--- src/rtl/wb_tia_audio_if.sv ---
// rtl/wb_tia_audio_if.sv - Wishbone slave bus bundle for wb_tia_audio
// Master drives: stb_i (strobe), we_i (write enable), adr_i (address), dat_i (write data).
// Slave drives:  ack_o (registered acknowledge), dat_o (read data, valid with ack_o).
interface wb_tia_audio_if #(
  parameter int WB_DATA_WIDTH = 8,
  parameter int WB_ADDR_WIDTH = 7
);
  logic                     stb_i;
  logic                     we_i;
  logic [WB_ADDR_WIDTH-1:0] adr_i;
  logic [WB_DATA_WIDTH-1:0] dat_i;
  logic                     ack_o;
  logic [WB_DATA_WIDTH-1:0] dat_o;

  modport master (output stb_i, we_i, adr_i, dat_i, input ack_o, dat_o);
  modport slave  (input stb_i, we_i, adr_i, dat_i, output ack_o, dat_o);
endinterface

--- src/rtl/wb_tia_audio.sv ---
// rtl/wb_tia_audio.sv - multi-channel TIA-style tone/noise generator with mixer and PWM
// Ports: clk_i (system clock), rst_i (sync active-high reset), bus (Wishbone slave:
// per-channel AUDC/AUDF/AUDV/STATUS at adr_i[1:0], channel at adr_i[W-1:2]),
// sample_o (mixed sample), sample_valid_o (pulse on sample update), pwm_o (PWM of sample_o).
module wb_tia_audio #(
  parameter int WB_DATA_WIDTH = 8,
  parameter int WB_ADDR_WIDTH = 7,
  parameter int NUM_CHANNELS  = 2,
  parameter int AUD_CLK_DIV   = 509,
  localparam int MIX_WIDTH    = (NUM_CHANNELS == 1) ? 4 : 4 + $clog2(NUM_CHANNELS)
) (
  input  logic                 clk_i,
  input  logic                 rst_i,
  wb_tia_audio_if.slave        bus,
  output logic [MIX_WIDTH-1:0] sample_o,
  output logic                 sample_valid_o,
  output logic                 pwm_o
);
  localparam int PRE_W = $clog2(AUD_CLK_DIV);
  localparam int CH_W  = WB_ADDR_WIDTH - 2;

  logic [PRE_W-1:0]         pre_q, pre_d;
  logic                     tick;
  logic                     tick_q, tick_d;
  logic                     ack_q, ack_d;
  logic [WB_DATA_WIDTH-1:0] dat_q, dat_d;
  logic [MIX_WIDTH-1:0]     sample_q, sample_d, pwm_cnt_q, pwm_cnt_d, sum;
  logic                     valid_q, valid_d;

  logic [3:0] audc_q [NUM_CHANNELS], audc_d [NUM_CHANNELS];
  logic [4:0] audf_q [NUM_CHANNELS], audf_d [NUM_CHANNELS];
  logic [3:0] audv_q [NUM_CHANNELS], audv_d [NUM_CHANNELS];
  logic [4:0] fdiv_q [NUM_CHANNELS], fdiv_d [NUM_CHANNELS];
  logic [3:0] p4_q   [NUM_CHANNELS], p4_d   [NUM_CHANNELS];
  logic [4:0] p5_q   [NUM_CHANNELS], p5_d   [NUM_CHANNELS];
  logic [8:0] p9_q   [NUM_CHANNELS], p9_d   [NUM_CHANNELS];
  logic [1:0] d3_q   [NUM_CHANNELS], d3_d   [NUM_CHANNELS];
  logic [3:0] d15_q  [NUM_CHANNELS], d15_d  [NUM_CHANNELS];
  logic [5:0] d45_q  [NUM_CHANNELS], d45_d  [NUM_CHANNELS];
  logic [NUM_CHANNELS-1:0] wave_q, wave_d, wave_tick;

  // Only the low five data bits ever reach a register.
  logic unused_dat;
  assign unused_dat = ^bus.dat_i[WB_DATA_WIDTH-1:5];

  function automatic logic [3:0] step4(input logic [3:0] x);
    return {x[0] ^ x[1], x[3:1]};
  endfunction
  function automatic logic [4:0] step5(input logic [4:0] x);
    return {x[0] ^ x[2], x[4:1]};
  endfunction
  function automatic logic [8:0] step9(input logic [8:0] x);
    return {x[0] ^ x[4], x[8:1]};
  endfunction

  // Register file access; reads see the pre-write values of the strobe cycle.
  always_comb begin
    ack_d  = bus.stb_i;
    dat_d  = '0;
    audc_d = audc_q;
    audf_d = audf_q;
    audv_d = audv_q;
    for (int c = 0; c < NUM_CHANNELS; c++) begin
      if (bus.stb_i && (bus.adr_i[WB_ADDR_WIDTH-1:2] == CH_W'(c))) begin
        if (bus.we_i) begin
          case (bus.adr_i[1:0])
            2'd0:    audc_d[c] = bus.dat_i[3:0];
            2'd1:    audf_d[c] = bus.dat_i[4:0];
            2'd2:    audv_d[c] = bus.dat_i[3:0];
            default: ;
          endcase
        end else begin
          case (bus.adr_i[1:0])
            2'd0:    dat_d[3:0] = audc_q[c];
            2'd1:    dat_d[4:0] = audf_q[c];
            2'd2:    dat_d[3:0] = audv_q[c];
            default: dat_d[0]   = wave_q[c];
          endcase
        end
      end
    end
  end

  // Prescaler, frequency dividers and waveform generators.
  always_comb begin
    tick      = (pre_q == PRE_W'(AUD_CLK_DIV - 1));
    pre_d     = tick ? '0 : pre_q + PRE_W'(1);
    tick_d    = tick;
    wave_tick = '0;
    wave_d    = wave_q;
    fdiv_d    = fdiv_q;
    p4_d      = p4_q;
    p5_d      = p5_q;
    p9_d      = p9_q;
    d3_d      = d3_q;
    d15_d     = d15_q;
    d45_d     = d45_q;
    for (int c = 0; c < NUM_CHANNELS; c++) begin
      if (tick) begin
        if (fdiv_q[c] == audf_q[c]) begin
          wave_tick[c] = 1'b1;
          fdiv_d[c]    = '0;
        end else begin
          fdiv_d[c] = fdiv_q[c] + 5'd1;
        end
      end
      if (wave_tick[c]) begin
        d3_d[c]  = (d3_q[c] == 2'd2)   ? '0 : d3_q[c] + 2'd1;
        d15_d[c] = (d15_q[c] == 4'd14) ? '0 : d15_q[c] + 4'd1;
        d45_d[c] = (d45_q[c] == 6'd44) ? '0 : d45_q[c] + 6'd1;
        case (audc_q[c])
          4'h0, 4'hB: wave_d[c] = 1'b1;
          4'h1: begin
            wave_d[c] = p4_q[c][0];
            p4_d[c]   = step4(p4_q[c]);
          end
          4'h2: begin
            wave_d[c] = p4_q[c][0];
            if (d15_q[c] == 4'd14) p4_d[c] = step4(p4_q[c]);
          end
          4'h3: begin
            wave_d[c] = p4_q[c][0];
            p5_d[c]   = step5(p5_q[c]);
            if (p5_q[c][0]) p4_d[c] = step4(p4_q[c]);
          end
          4'h4, 4'h5: wave_d[c] = ~wave_q[c];
          4'h6, 4'hA: if (d15_q[c] == 4'd14) wave_d[c] = ~wave_q[c];
          4'h7: begin
            p5_d[c] = step5(p5_q[c]);
            if (p5_q[c][0]) wave_d[c] = ~wave_q[c];
          end
          4'h8: begin
            wave_d[c] = p9_q[c][0];
            p9_d[c]   = step9(p9_q[c]);
          end
          4'h9: begin
            wave_d[c] = p5_q[c][0];
            p5_d[c]   = step5(p5_q[c]);
          end
          4'hC, 4'hD: if (d3_q[c] == 2'd2) wave_d[c] = ~wave_q[c];
          4'hE: if (d45_q[c] == 6'd44) wave_d[c] = ~wave_q[c];
          default: begin
            p5_d[c] = step5(p5_q[c]);
            if ((d3_q[c] == 2'd2) && p5_q[c][0]) wave_d[c] = ~wave_q[c];
          end
        endcase
      end
    end
  end

  // Mixer runs one cycle behind the tick so it sees the freshly updated wave bits.
  always_comb begin
    sum = '0;
    for (int c = 0; c < NUM_CHANNELS; c++) begin
      if (wave_q[c]) sum = sum + MIX_WIDTH'(audv_q[c]);
    end
    sample_d  = tick_q ? sum : sample_q;
    valid_d   = tick_q;
    pwm_cnt_d = pwm_cnt_q + MIX_WIDTH'(1);
  end

  always_ff @(posedge clk_i) begin
    if (rst_i) begin
      pre_q     <= '0;
      tick_q    <= 1'b0;
      ack_q     <= 1'b0;
      dat_q     <= '0;
      sample_q  <= '0;
      valid_q   <= 1'b0;
      pwm_cnt_q <= '0;
      wave_q    <= '0;
      for (int c = 0; c < NUM_CHANNELS; c++) begin
        audc_q[c] <= '0;
        audf_q[c] <= '0;
        audv_q[c] <= '0;
        fdiv_q[c] <= '0;
        p4_q[c]   <= '1;
        p5_q[c]   <= '1;
        p9_q[c]   <= '1;
        d3_q[c]   <= '0;
        d15_q[c]  <= '0;
        d45_q[c]  <= '0;
      end
    end else begin
      pre_q     <= pre_d;
      tick_q    <= tick_d;
      ack_q     <= ack_d;
      dat_q     <= dat_d;
      sample_q  <= sample_d;
      valid_q   <= valid_d;
      pwm_cnt_q <= pwm_cnt_d;
      wave_q    <= wave_d;
      audc_q    <= audc_d;
      audf_q    <= audf_d;
      audv_q    <= audv_d;
      fdiv_q    <= fdiv_d;
      p4_q      <= p4_d;
      p5_q      <= p5_d;
      p9_q      <= p9_d;
      d3_q      <= d3_d;
      d15_q     <= d15_d;
      d45_q     <= d45_d;
    end
  end

  assign bus.ack_o      = ack_q;
  assign bus.dat_o      = dat_q;
  assign sample_o       = sample_q;
  assign sample_valid_o = valid_q;
  assign pwm_o          = (pwm_cnt_q < sample_q);
endmodule

--- src/flat_wrapper.sv ---
// flat-port wrapper written by rule: the top's interface ports become plain ports
module wb_tia_audio_flat 
#(
  parameter int WB_DATA_WIDTH = 8,
  parameter int WB_ADDR_WIDTH = 7,
  parameter int NUM_CHANNELS  = 2,
  parameter int AUD_CLK_DIV   = 509,
  localparam int MIX_WIDTH    = (NUM_CHANNELS == 1) ? 4 : 4 + $clog2(NUM_CHANNELS)
)
  (clk_i, rst_i, sample_o, sample_valid_o, pwm_o, bus_stb_i, bus_we_i, bus_adr_i, bus_dat_i, bus_ack_o, bus_dat_o);
  wb_tia_audio_if #(.WB_DATA_WIDTH(WB_DATA_WIDTH), .WB_ADDR_WIDTH(WB_ADDR_WIDTH)) bus_i ();
  input  logic clk_i;
  input  logic rst_i;
  output logic [MIX_WIDTH-1:0] sample_o;
  output logic sample_valid_o;
  output logic pwm_o;
  input wire logic [$bits(bus_i.stb_i)-1:0] bus_stb_i;
  input wire logic [$bits(bus_i.we_i)-1:0] bus_we_i;
  input wire logic [$bits(bus_i.adr_i)-1:0] bus_adr_i;
  input wire logic [$bits(bus_i.dat_i)-1:0] bus_dat_i;
  output wire logic [$bits(bus_i.ack_o)-1:0] bus_ack_o;
  output wire logic [$bits(bus_i.dat_o)-1:0] bus_dat_o;
  assign bus_i.stb_i = bus_stb_i;
  assign bus_i.we_i = bus_we_i;
  assign bus_i.adr_i = bus_adr_i;
  assign bus_i.dat_i = bus_dat_i;
  assign bus_ack_o = bus_i.ack_o;
  assign bus_dat_o = bus_i.dat_o;
  wb_tia_audio #(.WB_DATA_WIDTH(WB_DATA_WIDTH), .WB_ADDR_WIDTH(WB_ADDR_WIDTH), .NUM_CHANNELS(NUM_CHANNELS), .AUD_CLK_DIV(AUD_CLK_DIV)) u_core (.clk_i(clk_i), .rst_i(rst_i), .bus(bus_i), .sample_o(sample_o), .sample_valid_o(sample_valid_o), .pwm_o(pwm_o));
endmodule
--- config.mk ---
export PLATFORM = sky130hd
export DESIGN_NAME = wb_tia_audio_flat
export DESIGN_NICKNAME = d
export VERILOG_FILES = /design/src/rtl/wb_tia_audio_if.sv /design/src/rtl/wb_tia_audio.sv /design/src/flat_wrapper.sv
export SDC_FILE = /design/constraint.sdc
export NUM_CORES = 1
export LEC_CHECK = 0
export CORE_ASPECT_RATIO = 1.2
export CORE_MARGIN = 2
export CORE_UTILIZATION = 35
export DETAILED_ROUTE_END_ITERATION = 8
export SLEW_MARGIN = 0
export SYNTH_ARGS = -nofsm -noshare
export SYNTH_HDL_FRONTEND = slang
export SYNTH_SLANG_ARGS = --single-unit
--- constraint.sdc ---
create_clock -name clk_i -period 4 [get_ports clk_i]
set_input_delay 1.2 -clock clk_i [delete_from_list [all_inputs] [get_ports clk_i]]
set_output_delay 1.2 -clock clk_i [all_outputs]
set_load 0.01 [all_outputs]
Word-level counts from Yosys, hierarchy flattened

Cells that the tools add are included.

Input port bits: 19
Memory bits (writable): 0
Memories: 0
Memory bits (read-only): 0
Output and inout bits: 16
Logic and storage cells: 185
Register bits: 128
Latch bits: 0

Div/mod/pow operators: 0
Bitwise operators: 10
Add/subtract/negate cells: 11
Order comparisons: 1
Multiply operators: 0
Reductions and logical operators: 39
Shifts and indexed selects: 0
Muxes and demuxes: 42
Equality and inequality tests: 52

Operators with widths:

| kind                | number |
|---|---|
| $eq 4x4->1 const B  | 16 |
| $mux 5              | 7 |
| $eq 4x3->1 const B  | 8 |
| $mux 4              | 7 |
| $ne 2x1->1 const B  | 12 |
| $pmux 4 s3          | 2 |
| $reduce_or 12->1    | 2 |
| $reduce_bool 10->1  | 2 |
| $pmux 1 s9          | 2 |
| $pmux 3 s3          | 2 |
| $reduce_and 3->1    | 6 |
| $reduce_or 2->1     | 9 |
| $eq 4x2->1 const B  | 4 |
| $mux 1              | 16 |
| $add 5x1->5 const B | 3 |
| $add 6x1->6 const B | 2 |
| $eq 6x6->1 const B  | 2 |
| $mux 6              | 2 |
| $reduce_and 6->1    | 2 |
| $eq 5x5->1          | 2 |
| $add 9x1->9 const B | 1 |
| $eq 9x9->1 const B  | 1 |
| $add 4x1->4 const B | 2 |
| $eq 4x1->1 const B  | 2 |
| other kinds (18)    | 41 |

Longest topological paths before layout

Gate-level depths: netlist of the first run.

Depth after elaboration: 7
Depth in mapped cells: 9
Depth with buffers taken out: 8

Worst setup path after synthesis of the first run

OpenSTA, ideal clock, no wires.

Path kind: input-to-reg
From: in bus_adr_i[3]
To: reg u_core.audv_q[4] in the netlist's numbering
Data arrival time: 2.587 ns
Stages on the path: 5
Library setup time: 0.128 ns
Buffers on the path: 0
Slack: 1.286 ns
Required time: 3.872 ns
Path through: nor4_1 -> nand4b_1 -> nor3b_1 -> mux2i_1 -> nor2_1

Word-level cells in the longest chain between the ends: 3

Ends and longest elaborated chain:

| item                       | RTL line            | RTL |
|---|---|---|
| start, declared            | flat_wrapper.sv:19  | `input wire logic [$bits(bus_i.adr_i)-1:0] bus_adr_i;` |
| $logic_not 5->1            | wb_tia_audio.sv:64  | `if (bus.stb_i && (bus.adr_i[WB_ADDR_WIDTH-1:2] == CH_W'(c))) begin` |
| $logic_and 1x1->1          | wb_tia_audio.sv:64  |  |
| $reduce_and 3->1 (no line) | n/a                 |  |
| end signal, assigned       | wb_tia_audio.sv:195 | `audv_q <= audv_d;` |
| end, declared              | wb_tia_audio.sv:32  | `logic [3:0] audv_q [NUM_CHANNELS], audv_d [NUM_CHANNELS];` |

No other way between the ends.
A chain may end at the register's enable or synchronous reset.

Worst setup path in the final report of the first run

From: reg u_core.sample_q[1] (netlist: u_core.sample_o[1])
To: out pwm_o

Word-level cells in the longest chain between the ends: 1

Ends and longest elaborated chain:

| item                   | RTL line            | RTL |
|---|---|---|
| start, declared        | wb_tia_audio.sv:27  | `logic [MIX_WIDTH-1:0] sample_q, sample_d, pwm_cnt_q, pwm_cnt_d, sum;` |
| start signal, assigned | wb_tia_audio.sv:189 | `sample_q <= sample_d;` |
| $lt 5x5->1             | wb_tia_audio.sv:210 | `assign pwm_o = (pwm_cnt_q < sample_q);` |
| end, declared          | flat_wrapper.sv:16  | `output logic pwm_o;` |

No other way between the ends.

==> results of run 1 <==
## worst max-delay path, cell delays in order (launching register included)
cell and delay, ns:
dfxtp_1 0.35, inv_1 0.06, ha_1 0.28, a21o_1 0.15
a21o_1 0.18, a21o_1 0.18, a21oi_1 0.14, clkdlybuf4s50_1 0.55
## cell type report
class,count,area [um^2]
inverters,23,86.3
clock buffers,24,492
well taps,216,270
repair buffers,40,365
multi-input cells,509,3230
clock inverters,6,37.5
flip-flops and latches,125,2500
fillers,1702,9810
## through the flow
step	utilization	cell area (um^2)	hold slack (ns)
2_1_floorplan	-	5980	0.425
3_3_place_gp	0.384	6450	0.447
3_5_place_dp	0.384	6450	0.455
4_1_cts	0.416	6980	0.466
5_1_grt	0.416	6980	0.483
6_report	0.416	6980	0.462
## state kept, by name, summed over array words and instances, names as in the netlist, 5 cells and up
| name | cells |
|---|---|
| u_core.p9_q | 18 |
| u_core.audf_q | 10 |
| u_core.pwm_cnt_q | 5 |
| u_core.fdiv_q | 10 |
| u_core.d15_q | 8 |
| u_core.bus.dat_o | 5 |
| u_core.audc_q | 8 |
| u_core.d45_q | 12 |
| u_core.audv_q | 8 |
| u_core.pre_q | 9 |
| u_core.p4_q | 8 |
| u_core.p5_q | 10 |
| u_core.sample_o | 5 |
## power by group through the flow
stage,Combinational [mW],Sequential [mW],Clock (mW)
after floorplan,0.0509,1.28,0
after global placement,0.0881,1.28,0
after detailed placement,0.0883,1.28,0
after CTS,0.0888,1.26,1.41
after global routing,0.0975,1.26,1.46
final,0.0879,1.26,1.38
## how the worst max path moves through the flow
stage                     slack [ns]               start  cells after the start          endpoint
after floorplan                 1.29        bus_adr_i[3]                      5  u_core.audv_q[4]
after global placement          0.70        bus_adr_i[3]                      6  u_core.audc_q[6]
after detailed placement        0.69        bus_adr_i[3]                      6  u_core.audc_q[4]
after CTS                       0.46  u_core.sample_o[1]                      7             pwm_o
after global routing            0.38  u_core.sample_o[1]                      7             pwm_o
final                           0.50  u_core.sample_o[1]                      7             pwm_o
## routing by layer
| layer | track usage | up-vias | routed length, um |
|---|---|---|---|
| li1 | - | 2473 | - |
| met1 | 0.185 | 2256 | 6050 |
| met2 | 0.249 | 41 | 6020 |
| met3 | 0.0373 | 17 | 317 |
| met4 | 0.0636 | 0 | 230 |
| met5 | 0 | - | 0 |
## cells in the final DEF (no fill, tap or decap), types with 4 or more instances in the layout
| master | synthesis | routed |
|---|---|---|
| mux2i_1 | 49 | 49 |
| xnor2_1 | 13 | 13 |
| buf_4 | 3 | 12 |
| inv_1 | 22 | 22 |
| ha_1 | 17 | 17 |
| clkdlybuf4s50_1 | 0 | 27 |
| nand2_1 | 61 | 61 |
| nand3_1 | 51 | 51 |
| a211oi_1 | 12 | 12 |
| clkbuf_16 | 0 | 17 |
| nor2_1 | 73 | 73 |
| dfxtp_1 | 125 | 125 |
| nor2b_1 | 19 | 19 |
| nor4_1 | 6 | 6 |
| or4_1 | 6 | 6 |
| and2_1 | 5 | 5 |
| nand3b_1 | 5 | 5 |
| nor3_1 | 15 | 15 |
| xor2_1 | 19 | 19 |
| a21o_1 | 9 | 9 |
| clkbuf_8 | 0 | 4 |
| nand2b_1 | 7 | 7 |
| a21oi_1 | 50 | 50 |
| o21ai_0 | 24 | 24 |
| nand4_1 | 9 | 9 |
| or3_1 | 11 | 11 |
## synthesized netlist by cell type, drive strengths merged (9+ instances only)
library cell and number:
xor2 19, or3 11, o21ai 24, nor2 73, xnor2 13, nor3 15
mux2i 49, nand4 10, a211oi 12, nand3 51, inv 22, a21o 9
clkbuf 30, dfxtp 125, a21oi 50, nand2 61, ha 17, buf 9
nor2b 19
## logic make-up (layout without fill, tap and decap cells)
kind of cell    count (synthesis)  count (layout)  share of synthesized area
simple gates                  288             288                      0.241
flops                         125             125                      0.419
compound gates                116             116                      0.120
buf+inv                        62              93                     0.0413
mux                            52              52                     0.0916
xor+xnor                       32              32                     0.0470
fa+ha+maj                      18              18                     0.0390
other cells                     1               3                   0.000628
==> results.md, run 1 <==
- Post-Layout Cell Count: 943
- R2r worst-path depth: 7
- CP endpoint kind: primary output
- Number of synthesized flops with an enable pin: 0
- Average routed wire per standard cell: 13.4 um
- Hold_sp: u_core.pwm_cnt_q[0]
- Clk_skew: 0.0115 ns
- Psw: 0.591 mW
- Num ports: 35
- Sw frac: 0.217
- Slew Limit Headroom: 0.303
- Crit path max fanout: 3
- Design Power: 2.73 mW
- Area grow syn2layout: 17.0%
- LEAKAGE: 2.48 nW
- FFs w/ async S/R, synth: 0
- Post-Syn Area: 5970 um^2
- Top post-synthesis cells by area: dfxtp_1 (42%), mux2i_1 (8.2%), nor2_1 (4.6%)
- Internal power: 2.13 mW
- DRT Pass-1 Iters: 4
- Avg Cell Area, Syn: 8.60 um^2
- Max Freq: 286 MHz
- Layout cells sized above 1: 0.0702
- Worst-path clk slew: 0.05 ns
- Min-Delay Path Depth: 1
- Hold crit path type: register to register
- Crit share post-route: 0.875
- R2R Path Start: u_core.pre_q[0]
- Max-slew violation count: 0
- Vias per cell: 5.08
- Flop pwr share: 0.461
- DIE AREA: 18100 um^2
- CTS tree: yes
- CTS Sinks: 125
- Die H: 147 um
- Routed Antenna Nets: 0
- Setup ws final: 0.500 ns
- Total CTS buffers: 17
- Reg2reg end: u_core.p4_q[7]
- Clock Tree Root: clkbuf_16
- Post-Place Cells: 913
- Yosys top cell area share: 0.419
- Vias in the first global route: 4613
- RSZ-0062 raised after global routing: false
- Pin count of the biggest net entering global routing: 54
- Reg2Reg Setup Slack: 1.34 ns
- Critical path class: register to primary output
- H-tree depth: 4
- Worst skew pair latency: 0.42 ns
- First-pass GRT wire length: 21900 um
- Clock power frac: 0.506
- Setup TNS: 0 ns
- Clock buffer depth: 2
- Drt total wl: 12600 um
- Pre-CTS WS: 0.686 ns
- Synth area leader: dfxtp_1
- Final Hold Fails: 0
- DP HPWL: 8670 um
- Initial antenna violation count: 0
- CP Launch Type: register
- Ys flop type: dfxtp_1
- Logic pwr share: 0.032
- Crit path DAT: 2.30 ns
- Post-Syn Instances: 694
- Seq/Total Area, Yosys: 0.419
- 1st-iter DRT viols: 222
- DR vias: 4787
- Worst Hold End: u_core.pwm_cnt_q[0]
- Grt total ovfl: 0
- Nets: 753
- Post-CTS Setup Inserts: 0
- Core ar.: 16800 um^2
- PwrDens: 390 nW/um^2
- # diodes: 0
- Post-CTS Resized: 0
- Num rows: 52
- Worst Path Required: 2.80 ns
- Synthesized flop and latch total: 125
- Worst Tran Pin Value: 1.04 ns
- PortBufs: 28
- Gr usage total: 0.151
- Hold Buf Count CTS: 0
- Final min period: 3.50 ns
- Die W: 123 um
- Number of distinct library cells after synthesis: 57
- Starting Density: 0.356
- Final setup violating endpoints: 0
- Yosys warnings: 0
- Worst ir drop on vdd: 253 uV
- Maxcap violations: 0
- Number of remaining DRC errors: 0
- Outcome: finished clean
- GPL Wtd Cong: 0.807
Power figures use the tool's default switching activity.
==> inputs of run 2 (changes only) <==
--- a/config.mk
+++ b/config.mk
@@ -9,6 +9,7 @@
 export CORE_MARGIN = 2
 export CORE_UTILIZATION = 35
 export DETAILED_ROUTE_END_ITERATION = 8
+export MAX_ROUTING_LAYER = met4
 export SLEW_MARGIN = 0
 export SYNTH_ARGS = -nofsm -noshare
 export SYNTH_HDL_FRONTEND = slang
==> run 2 against run 1 <==
Final cell count unchanged. Via count up 0.17%. Die area is the same. Combinational power about the same. Critical path depth is the same. Critical endpoint unchanged. Largest power group unchanged. Highest routed layer unchanged.
==> results.md, run 2 (same netlist as run 1, synthesis figures left out) <==
- CTS tree: yes
- Worst-path clk slew: 0.05 ns
- Post-CTS Resized: 0
- PwrDens: 391 nW/um^2
- Hold WS: 0.462 ns
- Clock Tree Root: clkbuf_16
- Commonest non-fill, non-tap cell in the layout: dfxtp_1
- Crit path DAT: 2.30 ns
- Post-CTS Setup Inserts: 0
- H-tree depth: 4
- GPL Wtd Cong: 0.819
- Design Power: 2.73 mW
- DP HPWL: 8670 um
- Clock power frac: 0.506
- Slew Limit Headroom: 0.301
- Max Freq: 285 MHz
- Grt total ovfl: 0
- Hold crit path type: register to register
- Worst Path Required: 2.80 ns
- Logic pwr share: 0.032
- Post-Place Cells: 913
- First-pass GRT wire length: 21800 um
- Core ar.: 16800 um^2
- Starting Density: 0.356
- RSZ-0062 raised after global routing: false
- Maxcap violations: 0
- Drt total wl: 12600 um
- Final min period: 3.50 ns
- Die W: 123 um
- 1st-iter DRT viols: 215
- Max-slew violation count: 0
- Vias in the first global route: 4620
- Internal power: 2.13 mW
- Reg2Reg Setup Slack: 1.34 ns
- Final setup violating endpoints: 0
- Worst skew pair latency: 0.42 ns
- Clock buffer depth: 2
- # diodes: 0
- DR vias: 4795
- Gr usage total: 0.155
- Final Hold Fails: 0
- CP Launch Type: register
- Total CTS buffers: 17
- Crit share post-route: 0.876
- Psw: 0.592 mW
- Post-Layout Cell Count: 943
- Initial antenna violation count: 0
- Pin count of the biggest net entering global routing: 54
- Worst ir drop on vdd: 254 uV
- DIE AREA: 18100 um^2
- Max reg flops: 18
- CP endpoint kind: primary output
- Num rows: 52
- Max incr delay on CP: 0.55 ns
- Most used cell, CP: a21o_1
- Number of remaining DRC errors: 0
- Average routed wire per standard cell: 13.4 um
- CTS Sinks: 125
- Largest Register: u_core.p9_q
- Hold Buf Count CTS: 0
- PortBufs: 28
- Num ports: 35
- Layout cells sized above 1: 0.0702
- Area grow syn2layout: 17.0%
- Fill cells: 1702
- Outcome: finished clean
- Crit path max fanout: 3
- Flop pwr share: 0.461
- DRT Pass-1 Iters: 4
- Sw frac: 0.217
- Worst-path cell chain: inv_1, ha_1, a21o_1, a21o_1, a21o_1, a21oi_1, clkdlybuf4s50_1
- Worst Tran Pin Value: 1.04 ns
- Clk_skew: 0.0101 ns
- Die H: 147 um
- Setup TNS: 0 ns
- Most frequent cells in the layout: dfxtp_1 (125), nor2_1 (73), nand2_1 (61), nand3_1 (51), a21oi_1 (50)
- LEAKAGE: 2.48 nW
- Fin util: 0.416
- Routed Antenna Nets: 0
- CP max-delay cell: clkdlybuf4s50_1
- Critical path class: register to primary output
- Nets: 753
- Largest regs: u_core.p9_q (18), u_core.d45_q (12)
- Vias per cell: 5.08
[run 2: final timing paths]
check | from | end | cells past startpoint
max | u_core.sample_o[1] | pwm_o | 7
min | u_core.pwm_cnt_q[0] | u_core.pwm_cnt_q[0] | 1
max reg2reg | u_core.pre_q[0] | u_core.p4_q[7] | 7
min reg2reg | u_core.pwm_cnt_q[0] | u_core.pwm_cnt_q[0] | 1
[run 2: final cells by class]
class | instances | area, um^2 | area share
Sequential cell | 125 | 2500 | 0.358
Clock buffer | 24 | 492 | 0.0704
Tap cell | 216 | 270 | 0.0387
Inverter | 23 | 86.3 | 0.0124
Clock inverter | 6 | 37.5 | 0.00538
Multi-Input combinational cell | 509 | 3230 | 0.462
Timing Repair Buffer | 40 | 365 | 0.0523
[run 2: worst max-delay path: cells and delay by family (launching register included)]
family	cells	cell delay [ns]
AOI/OAI and AO/OA	4	0.65
buffers and inverters	2	0.61
DFF	1	0.35
adders and majority gates	1	0.28
[run 2: per-layer routing]
| metal | track usage | vias to the layer above | wire length (um) |
|---|---|---|---|
| met5 | - | - | 0 |
| met4 | 0.0585 | 0 | 234 |
| met3 | 0.0396 | 21 | 347 |
| met2 | 0.249 | 50 | 6030 |
| met1 | 0.185 | 2249 | 6030 |
| li1 | - | 2475 | - |
[run 2: power groups by stage]
stage	combinational, mW	sequential, mW	clock (mW)
after floorplan	0.0509	1.28	0
after global placement	0.0881	1.28	0
after detailed placement	0.0883	1.28	0
after CTS	0.0888	1.26	1.41
after global routing	0.0975	1.26	1.46
final	0.0881	1.26	1.38
[run 2: stage by stage]
| stage | setup WS, ns | instance area [um^2] |
|---|---|---|
| 3_5_place_dp | 0.686 | 6450 |
| 2_1_floorplan | 1.29 | 5980 |
| 5_1_grt | 0.381 | 6980 |
| 6_report | 0.497 | 6980 |
| 4_1_cts | 0.461 | 6980 |
| 3_3_place_gp | 0.698 | 6450 |
==> inputs of run 3 (changes only) <==
--- a/config.mk
+++ b/config.mk
@@ -10,6 +10,7 @@
 export CORE_UTILIZATION = 35
 export DETAILED_ROUTE_END_ITERATION = 8
 export MAX_ROUTING_LAYER = met4
+export REMOVE_ABC_BUFFERS = 1
 export SLEW_MARGIN = 0
 export SYNTH_ARGS = -nofsm -noshare
 export SYNTH_HDL_FRONTEND = slang
==> run 3 against run 2 <==
Clock power rose by 14%. Hold slack got worse by 0.0091 ns. Worst setup slack got worse by 0.00081 ns. Critical path type unchanged. Highest routed layer unchanged.
==> results.md, run 3 (same netlist as run 1, synthesis figures left out) <==
- Worst ir drop on vdd: 308 uV
- Nets: 755
- Post-Place Cells: 915
- Internal power: 2.35 mW
- PortBufs: 28
- Crit. Startpoint: u_core.sample_o[1]
- Flop pwr share: 0.430
- Die W: 123 um
- Initial antenna violation count: 0
- CP Launch Type: register
- RSZ-0062 raised after global routing: false
- Slew Limit Headroom: 0.323
- Crit share post-route: 0.876
- CP max-delay cell: clkdlybuf4s50_1
- Maxcap violations: 0
- Gr usage total: 0.157
- CTS Sinks: 125
- Core ar.: 16800 um^2
- Vias per cell: 5.12
- Sw frac: 0.197
- Psw: 0.576 mW
- # diodes: 0
- Hold Buf Count CTS: 0
- Max-slew violation count: 0
- DRT Pass-1 Iters: 4
- Highest metal used: met4
- Area grow syn2layout: 18.5%
- Starting Density: 0.356
- Num rows: 52
- Critical path class: register to primary output
- R2R Path Start: u_core.audc_q[3]
- Hold crit path type: register to register
- Crit path max fanout: 3
- Metal1 wirelength: 6050 um
- DIE AREA: 18100 um^2
- Total CTS buffers: 17
- Vias in the first global route: 4607
- Outcome: finished clean
- DP HPWL: 9020 um
- Worst skew pair latency: 0.42 ns
- Clock Tree Root: clkbuf_16
- Crit path DAT: 2.30 ns
- GPL Wtd Cong: 0.797
- Drt total wl: 12900 um
- Worst-path cell chain: inv_1, ha_1, a21o_1, a21o_1, a21o_1, a21oi_1, clkdlybuf4s50_1
- Clock power frac: 0.540
- Post-CTS Setup Inserts: 0
- Largest regs: u_core.p9_q (18), u_core.d45_q (12)
- Average routed wire per standard cell: 13.6 um
- Number of remaining DRC errors: 0
- Worst-path clk slew: 0.05 ns
- Pin count of the biggest net entering global routing: 58
- Most used cell, CP: a21o_1
- Post-Layout Cell Count: 945
- Setup TNS: 0 ns
- Logic pwr share: 0.030
- Final setup violating endpoints: 0
- Max Freq: 285 MHz
- Worst Tran Pin Value: 1.01 ns
- Clock buffer depth: 2
- H-tree depth: 4
- CP endpoint kind: primary output
- DR WL met2: 6250 um
- Most frequent cells in the layout: dfxtp_1 (125), nor2_1 (73), nand2_1 (61), nand3_1 (51), a21oi_1 (50)
- CTS tree: yes
- WL met3: 423 um
- Grt total ovfl: 0
- Clk_skew: 0.00732 ns
- LEAKAGE: 2.54 nW
- First-pass GRT wire length: 22000 um
- Commonest non-fill, non-tap cell in the layout: dfxtp_1
- Worst Path Required: 2.80 ns
- 1st-iter DRT viols: 262
- Die H: 147 um
- DR vias: 4843
- Largest Register: u_core.p9_q
- Layout cells sized above 1: 0.0727
- PwrDens: 414 nW/um^2
- Max reg flops: 18
- Max incr delay on CP: 0.55 ns
- Final min period: 3.50 ns
- Post-CTS Resized: 0
- Final Hold Fails: 0
- Num ports: 35
- Hold_sp: u_core.pwm_cnt_q[0]
- Routed Antenna Nets: 0
## run 3: changes by cell type in the layout (fill, tap and decap cells not counted)
| cell | change |
|---|---|
| buf_4 | +2 |
| bufinv_16 | +4 |
| clkbuf_8 | -2 |
| clkinv_2 | +1 |
| clkinvlp_4 | -3 |
## run 3: per-stage QoR
step                      total power [mW]  utilization  setup WS [ns]  area, um^2  hold WS, ns
after floorplan                       1.32            -           1.20        5820        0.425
after global placement                1.37        0.385          0.748        6470        0.443
after detailed placement              1.37        0.385          0.682        6470        0.452
after CTS                             2.96        0.421          0.468        7070        0.463
after global routing                  3.03        0.421          0.400        7070        0.486
final                                 2.93        0.421          0.496        7070        0.453
## run 3: final cells by class
type	instances	area, um^2
Clock buffer	22	464
Clock inverter	8	140
Fill cell	1702	9720
Inverter	23	86.3
Multi-Input combinational cell	509	3230
Sequential cell	125	2500
Tap cell	216	270
Timing Repair Buffer	42	380
## run 3: worst max-delay path: cells and delay by family, from the launching register on
| kind | cells | cell delay [ns] |
|---|---|---|
| compound gates | 4 | 0.66 |
| buf+inv | 2 | 0.60 |
| flops | 1 | 0.35 |
| fa+ha+maj | 1 | 0.28 |
## run 3: metal layers
layer  vias to the layer above  global-route usage
li1                       2472                   -
met1                      2285               0.187
met2                        75               0.249
met3                        11              0.0384
met4                         0              0.0705
met5                         -                   -
## run 3: path summary, 6_finish.rpt
path	to	slack, ns	cells past startpoint
max	pwm_o	0.50	7
max reg2reg	u_core.p9_q[8]	1.47	5
min	u_core.pwm_cnt_q[0]	0.45	1
min reg2reg	u_core.pwm_cnt_q[0]	0.45	1
## run 3: power groups by stage
stage          logic [mW]  registers [mW]  clock network (mW)
5_1_grt            0.0982            1.26                1.67
2_1_floorplan      0.0321            1.28                   0
4_1_cts            0.0890            1.26                1.61
3_5_place_dp       0.0885            1.28                   0
3_3_place_gp       0.0884            1.28                   0
6_report           0.0876            1.26                1.58
